## src/rtl/mem_arb_pkg.sv

```systemverilog
// Shared types for the fetch/data memory port arbiter.
// State and grant encodings plus the read-lane select helper.
package mem_arb_pkg;

  localparam int TIMEOUT_DEF = 64;

  typedef enum logic [1:0] {
    IDLE   = 2'd0,
    BUSY_I = 2'd1,
    BUSY_D = 2'd2,
    ACK    = 2'd3
  } state_e;

  typedef enum logic {
    GNT_I = 1'b0,
    GNT_D = 1'b1
  } grant_e;

  // Fetch word lane inside a double-word, chosen by byte address bit 2.
  function automatic logic [31:0] pick_half(
    input logic        hi,
    input logic [63:0] dw
  );
    return hi ? dw[63:32] : dw[31:0];
  endfunction

endpackage

```

## src/rtl/arb_wait_timer.sv

```systemverilog
// Saturating wait counter for the arbiter's memory transaction.
// Flags expiry once the count reaches TIMEOUT-1.
module arb_wait_timer
  import mem_arb_pkg::*;
#(
  parameter int TIMEOUT = TIMEOUT_DEF
) (
  input  logic clk,
  input  logic rst,
  input  logic clr,
  input  logic en,
  output logic expire
);

  localparam int W = (TIMEOUT > 1) ? $clog2(TIMEOUT) : 1;
  localparam logic [W-1:0] LAST = W'(TIMEOUT - 1);

  logic [W-1:0] cnt_q;
  logic [W-1:0] cnt_d;

  always_comb begin
    cnt_d = cnt_q;
    if (clr) begin
      cnt_d = '0;
    end else if (en && (cnt_q != LAST)) begin
      cnt_d = cnt_q + 1'b1;
    end
  end

  always_ff @(posedge clk) begin
    if (rst) begin
      cnt_q <= '0;
    end else begin
      cnt_q <= cnt_d;
    end
  end

  assign expire = (cnt_q == LAST);

endmodule

```

## src/rtl/mem_port_arbiter.sv

```systemverilog
// Shares one 64-bit memory port between fetch and data requesters.
// One transaction in flight, alternating grant, sticky timeout flag.
module mem_port_arbiter
  import mem_arb_pkg::*;
#(
  parameter int ADDR_W  = 29,
  parameter int TIMEOUT = TIMEOUT_DEF
) (
  input  logic              clk,
  input  logic              rst,
  input  logic              i_req,
  input  logic [29:0]       i_addr,
  output logic [31:0]       i_rdata,
  output logic              i_ack,
  input  logic              d_req,
  input  logic              d_wen,
  input  logic [ADDR_W-1:0] d_addr,
  input  logic [63:0]       d_wdata,
  output logic [63:0]       d_rdata,
  output logic              d_ack,
  output logic              mem_req,
  output logic              mem_wen,
  output logic [ADDR_W-1:0] mem_addr,
  output logic [63:0]       mem_wdata,
  input  logic [63:0]       mem_rdata,
  input  logic              mem_ready,
  output logic              err
);

  state_e            state_q, state_d;
  grant_e            last_q, last_d;
  logic              hi_q, hi_d;
  logic              mem_req_q, mem_req_d;
  logic              mem_wen_q, mem_wen_d;
  logic [ADDR_W-1:0] mem_addr_q, mem_addr_d;
  logic [63:0]       mem_wdata_q, mem_wdata_d;
  logic [31:0]       i_rdata_q, i_rdata_d;
  logic [63:0]       d_rdata_q, d_rdata_d;
  logic              i_ack_q, i_ack_d;
  logic              d_ack_q, d_ack_d;
  logic              err_q, err_d;

  logic busy;
  logic expire;
  logic gnt_i;
  logic gnt_d;
  logic done;

  assign busy  = (state_q == BUSY_I) || (state_q == BUSY_D);
  assign done  = busy && (mem_ready || expire);

  // Fetch loses only when data is also pending and fetch won last time.
  assign gnt_i = i_req && !(d_req && (last_q == GNT_I));
  assign gnt_d = d_req && !gnt_i;

  arb_wait_timer #(
    .TIMEOUT (TIMEOUT)
  ) u_timer (
    .clk    (clk),
    .rst    (rst),
    .clr    (!busy || done),
    .en     (busy),
    .expire (expire)
  );

  always_comb begin
    state_d     = state_q;
    last_d      = last_q;
    hi_d        = hi_q;
    mem_req_d   = mem_req_q;
    mem_wen_d   = mem_wen_q;
    mem_addr_d  = mem_addr_q;
    mem_wdata_d = mem_wdata_q;
    i_rdata_d   = i_rdata_q;
    d_rdata_d   = d_rdata_q;
    i_ack_d     = 1'b0;
    d_ack_d     = 1'b0;
    err_d       = err_q;

    unique case (state_q)
      IDLE: begin
        unique case (1'b1)
          gnt_i: begin
            state_d     = BUSY_I;
            last_d      = GNT_I;
            hi_d        = i_addr[0];
            mem_req_d   = 1'b1;
            mem_wen_d   = 1'b0;
            mem_addr_d  = ADDR_W'(i_addr[29:1]);
            mem_wdata_d = '0;
          end
          gnt_d: begin
            state_d     = BUSY_D;
            last_d      = GNT_D;
            hi_d        = 1'b0;
            mem_req_d   = 1'b1;
            mem_wen_d   = d_wen;
            mem_addr_d  = d_addr;
            mem_wdata_d = d_wdata;
          end
          default: ;
        endcase
      end
      BUSY_I, BUSY_D: begin
        if (done) begin
          if (state_q == BUSY_I) begin
            i_ack_d   = 1'b1;
            i_rdata_d = mem_ready ? pick_half(hi_q, mem_rdata) : '0;
          end else begin
            d_ack_d = 1'b1;
            if (!mem_ready) begin
              d_rdata_d = '0;
            end else if (!mem_wen_q) begin
              d_rdata_d = mem_rdata;
            end
          end
          if (!mem_ready) begin
            err_d = 1'b1;
          end
          mem_req_d   = 1'b0;
          mem_wen_d   = 1'b0;
          mem_wdata_d = '0;
          state_d     = ACK;
        end
      end
      ACK: begin
        state_d = IDLE;
      end
      default: begin
        state_d = IDLE;
      end
    endcase
  end

  always_ff @(posedge clk) begin
    if (rst) begin
      state_q     <= IDLE;
      last_q      <= GNT_D;
      hi_q        <= 1'b0;
      mem_req_q   <= 1'b0;
      mem_wen_q   <= 1'b0;
      mem_addr_q  <= '0;
      mem_wdata_q <= '0;
      i_rdata_q   <= '0;
      d_rdata_q   <= '0;
      i_ack_q     <= 1'b0;
      d_ack_q     <= 1'b0;
      err_q       <= 1'b0;
    end else begin
      state_q     <= state_d;
      last_q      <= last_d;
      hi_q        <= hi_d;
      mem_req_q   <= mem_req_d;
      mem_wen_q   <= mem_wen_d;
      mem_addr_q  <= mem_addr_d;
      mem_wdata_q <= mem_wdata_d;
      i_rdata_q   <= i_rdata_d;
      d_rdata_q   <= d_rdata_d;
      i_ack_q     <= i_ack_d;
      d_ack_q     <= d_ack_d;
      err_q       <= err_d;
    end
  end

  assign mem_req   = mem_req_q;
  assign mem_wen   = mem_wen_q;
  assign mem_addr  = mem_addr_q;
  assign mem_wdata = mem_wdata_q;
  assign i_rdata   = i_rdata_q;
  assign d_rdata   = d_rdata_q;
  assign i_ack     = i_ack_q;
  assign d_ack     = d_ack_q;
  assign err       = err_q;

endmodule

```

## config.mk

```make
export PLATFORM = sky130hd
export DESIGN_NAME = mem_port_arbiter
export DESIGN_NICKNAME = d
export VERILOG_FILES = /design/src/rtl/mem_arb_pkg.sv /design/src/rtl/arb_wait_timer.sv /design/src/rtl/mem_port_arbiter.sv
export SDC_FILE = /design/constraint.sdc
export NUM_CORES = 1
export LEC_CHECK = 0
export CELL_PAD_IN_SITES_DETAIL_PLACEMENT = 1
export CELL_PAD_IN_SITES_GLOBAL_PLACEMENT = 1
export CORE_ASPECT_RATIO = 1.25
export CORE_MARGIN = 2
export CORE_UTILIZATION = 29
export DETAILED_ROUTE_END_ITERATION = 6
export GPL_TIMING_DRIVEN = 0
export PLACE_DENSITY_LB_ADDON = 0.1
export SYNTH_ARGS = -nofsm -noshare
export SYNTH_HDL_FRONTEND = slang
export SYNTH_SLANG_ARGS = --single-unit
```

## constraint.sdc

```tcl
create_clock -name clk -period 2.5 [get_ports clk]
set_input_delay 0.625 -clock clk [delete_from_list [all_inputs] [get_ports clk]]
set_output_delay 0.625 -clock clk [all_outputs]
set_load 0.005 [all_outputs]
```

# Word-level counts from Yosys, hierarchy flattened
# Index checks and enable logic that the tools add are counted.
dict set report totals {
  ff_bits 204
  out_inout_bits 194
  word_cells 73
}
dict set report classes {
  add_sub_neg 1
  n_eq_ne 9
  muxes 20
  bitwise_logic 5
  reduce_logical 25
}
# operator n
set ops {}
lappend ops {{case mux 64 bit (2 select lines)} 2}
lappend ops {{two-way mux 64 bit} 3}
lappend ops {{two-way mux 32 bit} 2}
lappend ops {{case mux 29 bit (2 select lines)} 1}
lappend ops {{AND reduction 3 bit} 4}
lappend ops {{case mux 1 bit (2 select lines)} 5}
lappend ops {{adder 6 x 1 -> 6 bit, second input constant} 1}
lappend ops {{equality test 6 bit, second input constant} 1}
lappend ops {{!= test 2 bit, second input constant} 3}
lappend ops {{!= test 6 bit, second input constant} 1}
lappend ops {{case mux 2 bit (3 select lines)} 1}
lappend ops {{OR reduction 2 bit} 3}
lappend ops {{logical AND 1 bit} 5}
lappend ops {{inverter 1 bit} 5}
lappend ops {{equality test 2 bit, second input constant} 2}
lappend ops {{two-way mux 1 bit} 4}
lappend ops {{case mux 2 bit (2 select lines)} 1}
lappend ops {{AND reduction 2 bit} 2}
lappend ops {{AND reduction 4 bit} 1}
lappend ops {{nonzero test 2 bit} 2}
lappend ops {{logical NOT 1 bit} 3}
lappend ops {{logical OR 1 bit} 3}
lappend ops {{!= test 3 bit, second input constant} 1}
lappend ops {{OR reduction 3 bit} 1}
lappend ops {{other kinds (3)} 3}

# Logic depth before layout (Yosys ltp)
# Gate-level depths: netlist of run 1.
dict set report depth {
  depth_word 9
  ltp_mapped 8
  mapped_depth_nobuf 6
}

# Cells and area by module
# From an unflattened synthesis of run 1, not the netlist that was laid out.
dict set report hier_totals {
  cells_unflattened 781
  hier_area_um2 8144.1
}
# module instances cells_per_inst area_per_inst_um2 seq_area_each_um2
set modules_own_cells {}
lappend modules_own_cells {mem_port_arbiter 1 749 7851.3 3963.8}
lappend modules_own_cells {arb_wait_timer 1 32 292.8 120.1}

# Worst setup path after synthesis of run 1
# No wires, ideal clock.
dict set report synth_timing {
  path_type {register to register}
  startpoint {register state_q[0]}
  endpoint {register i_rdata_q[23] (netlist: i_rdata[23])}
  setup_time_ps 128
  arrival_time_ps 1656
  t_required_ps 2372
  setup_slack_ps 716
  path_stages_with_launch 9
  path_buffers 2
  synth_period_minus_slack_ps 1784
  path_cell_list {dfxtp_1 inv_1 ha_1 buf_2 nand3_1 clkbuf_1 nor2_1 a31oi_1 nor2_1}
}
dict set report synth_between {
  elab_chain_len 4
  word_cells_on_any_way 6
  classes_between {eq/ne (2); reduce/logical (4)}
}
# item line_no
set synth_lines {}
lappend synth_lines {{start, declared} mem_port_arbiter.sv:30} ;# state_e state_q, state_d;
lappend synth_lines {{start signal, assigned} mem_port_arbiter.sv:150} ;# state_q <= state_d;
lappend synth_lines {{equality test 2 x 1 -> 1 bit or equality test 2 bit (tied branches)} {mem_port_arbiter.sv:49, mem_port_arbiter.sv:80, mem_port_arbiter.sv:106}}
lappend synth_lines {{logical OR 1 bit} mem_port_arbiter.sv:49} ;# assign busy = (state_q == BUSY_I) || (state_q == BUSY_D);
lappend synth_lines {{logical AND 1 bit} mem_port_arbiter.sv:50} ;# assign done = busy && (mem_ready || expire);
lappend synth_lines {{AND reduction 3 bit (no source line) (*)} n/a}
lappend synth_lines {{end signal, assigned} mem_port_arbiter.sv:157} ;# i_rdata_q <= i_rdata_d;
lappend synth_lines {{end, declared} mem_port_arbiter.sv:37} ;# logic [31:0] i_rdata_q, i_rdata_d;
# Mark *: on every way between the ends. The rest lies on a longest branch, timed or not.
# A chain may end at the register's enable or synchronous reset.

# Final worst setup path of run 1
dict set report layout_timing {
  startpoint {register state_q[0]}
  endpoint {register i_rdata_q[25] (netlist: i_rdata[25])}
}
# Same word-level chain as after synthesis.

==> results of run 1 <==
[final timing paths]
check             cells past startpoint             to  slack [ns]           from
setup / recovery                      8    i_rdata[25]        0.27     state_q[0]
hold / removal                        1  mem_wdata[59]        0.47  mem_wdata[59]
setup reg to reg                      8    i_rdata[25]        0.27     state_q[0]
hold reg to reg                       1  mem_wdata[59]        0.47  mem_wdata[59]
[area by class of cell]
class	instances	area, µm²	area share
Timing Repair Buffer	386	3864	0.3117
Sequential cell	204	4084	0.3295
Inverter	4	15.01	0.001211
Buffer	58	301.5	0.02433
Clock inverter	10	108.9	0.008782
Clock buffer	31	645.6	0.05208
Tap cell	335	419.2	0.03381
Multi-Input combinational cell	411	2958	0.2386
[per-layer routing]
| layer | global-route usage | vias up | part of all wire |
|---|---|---|---|
| met1 | 0.2193 | 3221 | 0.40 |
| met3 | 0.05475 | 29 | 0.076 |
| met4 | 0.04621 | 0 | 0.017 |
| met2 | 0.3562 | 245 | 0.51 |
| li1 | - | 3322 | - |
| met5 | 0 | - | 0 |
[stage by stage]
stage,cells,utilization,area (µm²)
after floorplan,677,-,7358
after global placement,1398,0.4632,11640
final,1439,0.4933,12400
after detailed placement,1398,0.4632,11640
after global routing,1439,0.4933,12400
after CTS,1439,0.4933,12400
[report_power, final]
| part | switching (mW) | internal, mW |
|---|---|---|
| logic | 1.77 | 2.09 |
| clock network | 1.34 | 2.02 |
| registers | 0.317 | 3.86 |
[placed cells by master (no fill, tap or decap), drive strengths merged, types with 6 or more instances in the layout]
cell type      count
a211oi            31
a22o             129
a31oi             35
buf               39
clkbuf            50
clkdlybuf4s50    386
dfxtp            204
mux2i             63
nand2              6
nor2             105
[sequential cells by signal (all words and copies together) (netlist names)]
register	flops
mem_req	1
last_q	1
i_ack	1
mem_wen	1
state_q	2
d_ack	1
u_timer.cnt_q	6
d_rdata	64
mem_wdata	64
err	1
mem_addr	29
i_rdata	32
hi_q	1
[cell families (layout without fill, tap and decap cells)]
family	count (synthesis)	after routing	synth area share
AO/OA/AOI/OAI	209	209	0.2292
buffers and inverters	62	489	0.04302
AND/OR/NAND/NOR	132	132	0.07669
multiplexers	63	63	0.08570
flip-flops	204	204	0.5550
adder cells (fa/ha/maj)	4	4	0.006802
XOR/XNOR	3	3	0.003571
==> run_results.csv, run 1 <==
group,metric,value,unit
outcome,result_of_the_run,"finished clean",
place,dp_slack,-0.2240,ns
finish,drive_above_1_share,0.07609,
clock_network,cts_inserted_buffers,23,
finish,layout_area_overhead,68.46,%
yosys,syn-instance-count,677,
worst_setup_path,critical_path_cell_sequence,"inv_1 -> ha_1 -> buf_2 -> nand3_1 -> buf_1 -> nor2_1 -> a31oi_1 -> nor2_1",
yosys,postSynth.asyncResetShare,0,
route,drt_wl_total,26600,µm
place,place.port_buffers,386,
power_and_ir_drop,worst_ir_drop_vdd,0.0004710,V
timing,final_min_period_over_clock_period,0.8905,
global_route,grt_max_degree,14,
timing,timing.final.setup_violations,0,
yosys,synth_area_per_cell,10.87,µm²
clock_network,htree_num_levels,1,
worst_setup_path,start_kind,"register",
finish,number_of_fillers_in_the_final_layout,2749,
yosys,synth_top_area_share,0.5550,
timing,post_route_setup_tns,0,ns
yosys,synth_flop_cell,"dfxtp_1",
yosys,netlist_area,7358,µm²
timing,layout_setup_ws,0.2738,ns
clock_network,clk_path_buf_depth,3,
timing,finalHoldViolCount,0,
timing,slew-limit-headroom,0.5910,
route,post_drt_wl_per_cell,18.48,µm
global_route,overflow,0,
job,drv.max_cap_violation_count,0,
yosys,seq_area_frac_synth,0.5550,
die,die_y,182.1,µm
place,hpwlAfterDp,20660,µm
route,drt-vias-per-instance,4.737,
global_route,vias_in_the_first_global_route,7329,
yosys,netlist_top_cells_count,"204 x dfxtp_1, 129 x a22o_1, 105 x nor2_1, 63 x mux2i_1, 34 x a31oi_1",
timing,finalCriticalPeriod,2.226,ns
clock_network,clk_transition_reported_paths,0.06,ns
worst_setup_path,timing.setup.critical_path_class,"reg -> reg",
worst_setup_path,top_delay_family_on_crit_path,"buffers and inverters",
finish,number_of_nets_in_the_finished_design,1285,
timing,max_slew.worst_pin.slew,0.6115,ns
worst_setup_path,worst_path_largest_cell_delay,0.45,ns
worst_setup_path,critical_path.max_fanout,10,
clock_network,cts_root_buffer,"clkbuf_16",
worst_setup_path,critical_path_required,2.88,ns
timing,timing.clock.skew,0.01729,ns
worst_setup_path,critical_path.most_common_cell,"nor2_1",
die,ios,387,
worst_setup_path,crit_slowest_cell,"buf_1",
yosys,netlist_top_cells_area,"dfxtp_1 56%, a22o_1 15%, mux2i_1 8.6%, nor2_1 5.4%, a211oi_1 3.2%",
clock_network,clkLatencyLatePin,0.51,ns
timing,rsz_0062_raised_after_global_routing,"false",
route,drt.antenna.violating_nets,0,
global_route,grt_pass1_wl,41680,µm
die,floorplan.die.width,146.5,µm
yosys,yosys.cell_count.top_type,"dfxtp_1",
yosys,synth_largest_area_cell,"dfxtp_1",
power_and_ir_drop,power_leakage,4.672,nW
timing,achievable-frequency,0.4492,GHz
route,drt-initial-drc-count,191,
route,firstDrtPassIters,6,
yosys,edff_count_synth,0,
worst_setup_path,critical_path.endpoint_type,"register",
timing,drv_slew,0,
route,detailroute.via_count,6817,
clock_network,clock-sinks,204,
finish,diodes,0,
place,place_congestion,0.7517,
clock_network,post-cts-setup-buffer-count,0,
power_and_ir_drop,powerDensity,919.1,nW/µm²
clock_network,post_cts_resized,0,
global_route,groute.usage.overall,0.1929,
die,effective_utilization_at_floorplan,0.2928,
timing,hold-worst-slack,0.4710,ns
die,core.rowCount,65,
yosys,ys_ff_latch,204,
yosys,synth_cell_types,37,
die,die-area,26670,µm²
power_and_ir_drop,post-layout-total-power,11.39,mW
die,core_area,25130,µm²
worst_setup_path,critPathBufInv,3,
worst_hold_path,min-delay-path-class,"reg -> reg",
clock_network,cts-hold-fix-buffers,0,
global_route,number_of_antenna_violations_at_the_first_check_in_global_routing,0,
yosys,synthesis.nets,874,
route,drc_errors_left,0,
yosys,synth_warnings,0,
clock_network,cts_tree,"yes",
worst_setup_path,worstPathArrival,2.60,ns
(Power assumes the default switching activity.)
==> inputs of run 2 (changes only) <==
- CORE_MARGIN: 2 -> not set
==> run 2 against run 1 <==
Net effect:
- maximum frequency fell by 3.7%
- first-iteration DRC count fell by 4.2%
- flip-flop and latch count did not move
- clock power barely moved
==> run_results.csv, run 2 (synthesis gave the netlist of run 1 again) <==
group,metric,value,unit
timing,slew-limit-headroom,0.5840,
worst_setup_path,critical_path_cell_sequence,"inv_1 -> ha_1 -> buf_2 -> nand3_1 -> clkbuf_1 -> nor2_1 -> a31oi_1 -> nor2_1",
finish,share_of_the_core_filled_with_cells_in_the_final_layout,0.5023,
worst_setup_path,worst_path_largest_cell_delay,0.46,ns
route,firstDrtPassIters,4,
global_route,grt_pass1_wl,40860,µm
place,place_congestion,0.7425,
timing,timing.clock.skew,0.01079,ns
power_and_ir_drop,powerDensity,922.9,nW/µm²
power_and_ir_drop,power_leakage,4.669,nW
timing,post_route_setup_tns,0,ns
timing,hold-worst-slack,0.4711,ns
finish,drive_above_1_share,0.07156,
power_and_ir_drop,p_int,7.997,mW
timing,drv_slew,0,
clock_network,post-cts-setup-buffer-count,0,
worst_setup_path,start_kind,"register",
job,drv.max_cap_violation_count,0,
place,hpwlAfterDp,20170,µm
worst_setup_path,critical_path_required,2.88,ns
place,dp_slack,-0.2509,ns
finish,number_of_fillers_in_the_final_layout,2705,
global_route,vias_in_the_first_global_route,7347,
global_route,overflow,0,
worst_setup_path,critical_path.endpoint_type,"register",
power_and_ir_drop,power_switching_share,0.3006,
worst_setup_path,critical_path.most_common_cell,"nor2_1",
power_and_ir_drop,p_seq_frac,0.365,
timing,final_min_period_over_clock_period,0.9245,
clock_network,cts_inserted_buffers,23,
route,drt.antenna.violating_nets,0,
clock_network,clk_path_buf_depth,3,
worst_setup_path,r2r_slack,0.19,ns
timing,max_slew.worst_pin.slew,0.6240,ns
die,core.rowCount,64,
worst_setup_path,crit_slowest_cell,"clkbuf_1",
power_and_ir_drop,share_of_power_burned_in_the_clock_network,0.297,
outcome,result_of_the_run,"finished clean",
die,effective_utilization_at_floorplan,0.2983,
timing,finalCriticalPeriod,2.311,ns
timing,rsz_0062_raised_after_global_routing,"false",
route,drt-initial-drc-count,183,
power_and_ir_drop,combPwrFrac,0.339,
global_route,grt_max_degree,13,
timing,layout_setup_ws,0.1889,ns
power_and_ir_drop,p_sw,3.437,mW
timing,timing.final.setup_violations,0,
power_and_ir_drop,post-layout-total-power,11.43,mW
clock_network,cts_root_buffer,"clkbuf_16",
timing,achievable-frequency,0.4327,GHz
global_route,number_of_antenna_violations_at_the_first_check_in_global_routing,2,
die,die-area,26020,µm²
finish,layout_area_overhead,68.37,%
place,place.port_buffers,386,
route,drc_errors_left,0,
finish,most_common_cell_after_layout_fill_and_taps_aside,"clkdlybuf4s50_1",
die,ios,387,
clock_network,clk_transition_reported_paths,0.06,ns
clock_network,clkLatencyLatePin,0.51,ns
finish,commonest_non_fill_non_tap_cells_in_the_layout,"386 x clkdlybuf4s50_1, 204 x dfxtp_1, 129 x a22o_1",
timing,finalHoldViolCount,0,
worst_setup_path,critical_path.max_fanout,10,
power_and_ir_drop,worst_ir_drop_vdd,0.0005031,V
route,drt_wl_total,26670,µm
clock_network,clock-sinks,204,
die,floorplan.die.width,144.5,µm
worst_setup_path,worstPathArrival,2.69,ns
worst_hold_path,min-delay-path-class,"reg -> reg",
route,drt-vias-per-instance,4.810,
die,core_area,24660,µm²
clock_network,cts_tree,"yes",
finish,number_of_nets_in_the_finished_design,1285,
worst_setup_path,timing.setup.critical_path_class,"reg -> reg",
die,die_y,180.1,µm
clock_network,cts-hold-fix-buffers,0,
route,detailroute.via_count,6903,
global_route,groute.usage.overall,0.2002,
clock_network,post_cts_resized,0,
route,post_drt_wl_per_cell,18.58,µm
clock_network,htree_num_levels,1,
-- run 2: cell count changes in the layout (fill, tap and decap cells not counted) --
cell	delta
clkinv_2	-4
clkbuf_1	+6
clkinvlp_4	-2
inv_6	-1
buf_1	-1
diode_2	+1
clkbuf_8	+1
clkinv_4	+1
-- run 2: metrics by stage --
step | cell area [µm²] | std cells
after detailed placement | 11630 | 1393
after global placement | 11630 | 1393
after global routing | 12390 | 1435
after CTS | 12390 | 1434
final | 12390 | 1435
after floorplan | 7358 | 677
-- run 2: critical path: cells and delay by family, from the launching register on --
kind | cells | cell delay, ns
AO/OA/AOI/OAI | 1 | 0.17
buffers and inverters | 3 | 0.75
adder cells (fa/ha/maj) | 1 | 0.35
AND/OR/NAND/NOR | 3 | 0.57
flip-flops | 1 | 0.34
-- run 2: area by class of cell --
class | count | area, µm² | share of cell area
antenna | 1 | 2.502 | 0.0002020
buffer | 58 | 301.5 | 0.02434
clock buffer | 37 | 678.2 | 0.05474
clock inverter | 4 | 73.82 | 0.005958
inverter | 4 | 15.01 | 0.001212
multi-input combinational | 411 | 2958 | 0.2387
sequential | 204 | 4084 | 0.3296
tap | 330 | 412.9 | 0.03333
timing repair buffer | 386 | 3864 | 0.3119
-- run 2: worst paths after layout --
| check | startpoint | end | depth (start not counted) |
|---|---|---|---|
| max reg2reg | state_q[0] | i_rdata[23] | 8 |
| min | d_rdata[47] | d_rdata[47] | 1 |
| max | state_q[0] | i_rdata[23] | 8 |
| min reg2reg | d_rdata[47] | d_rdata[47] | 1 |
-- run 2: layer usage --
metal / global-route usage / part of all wire / up-vias
li1: - / - / 3322
met1: 0.2243 / 0.40 / 3288
met2: 0.3675 / 0.51 / 255
met3: 0.04996 / 0.075 / 38
met4: 0.05389 / 0.020 / 0
met5: 0 / 0 / -
-- run 2: power by group through the flow --
| stage | clock network [mW] | registers (mW) | logic (mW) |
|---|---|---|---|
| final | 3.39 | 4.17 | 3.87 |
| after global routing | 3.63 | 4.24 | 4.23 |
| after CTS | 3.51 | 4.17 | 3.94 |
| after detailed placement | 0 | 4.22 | 3.91 |
| after global placement | 0 | 4.21 | 3.88 |
| after floorplan | 0 | 4.25 | 1.82 |
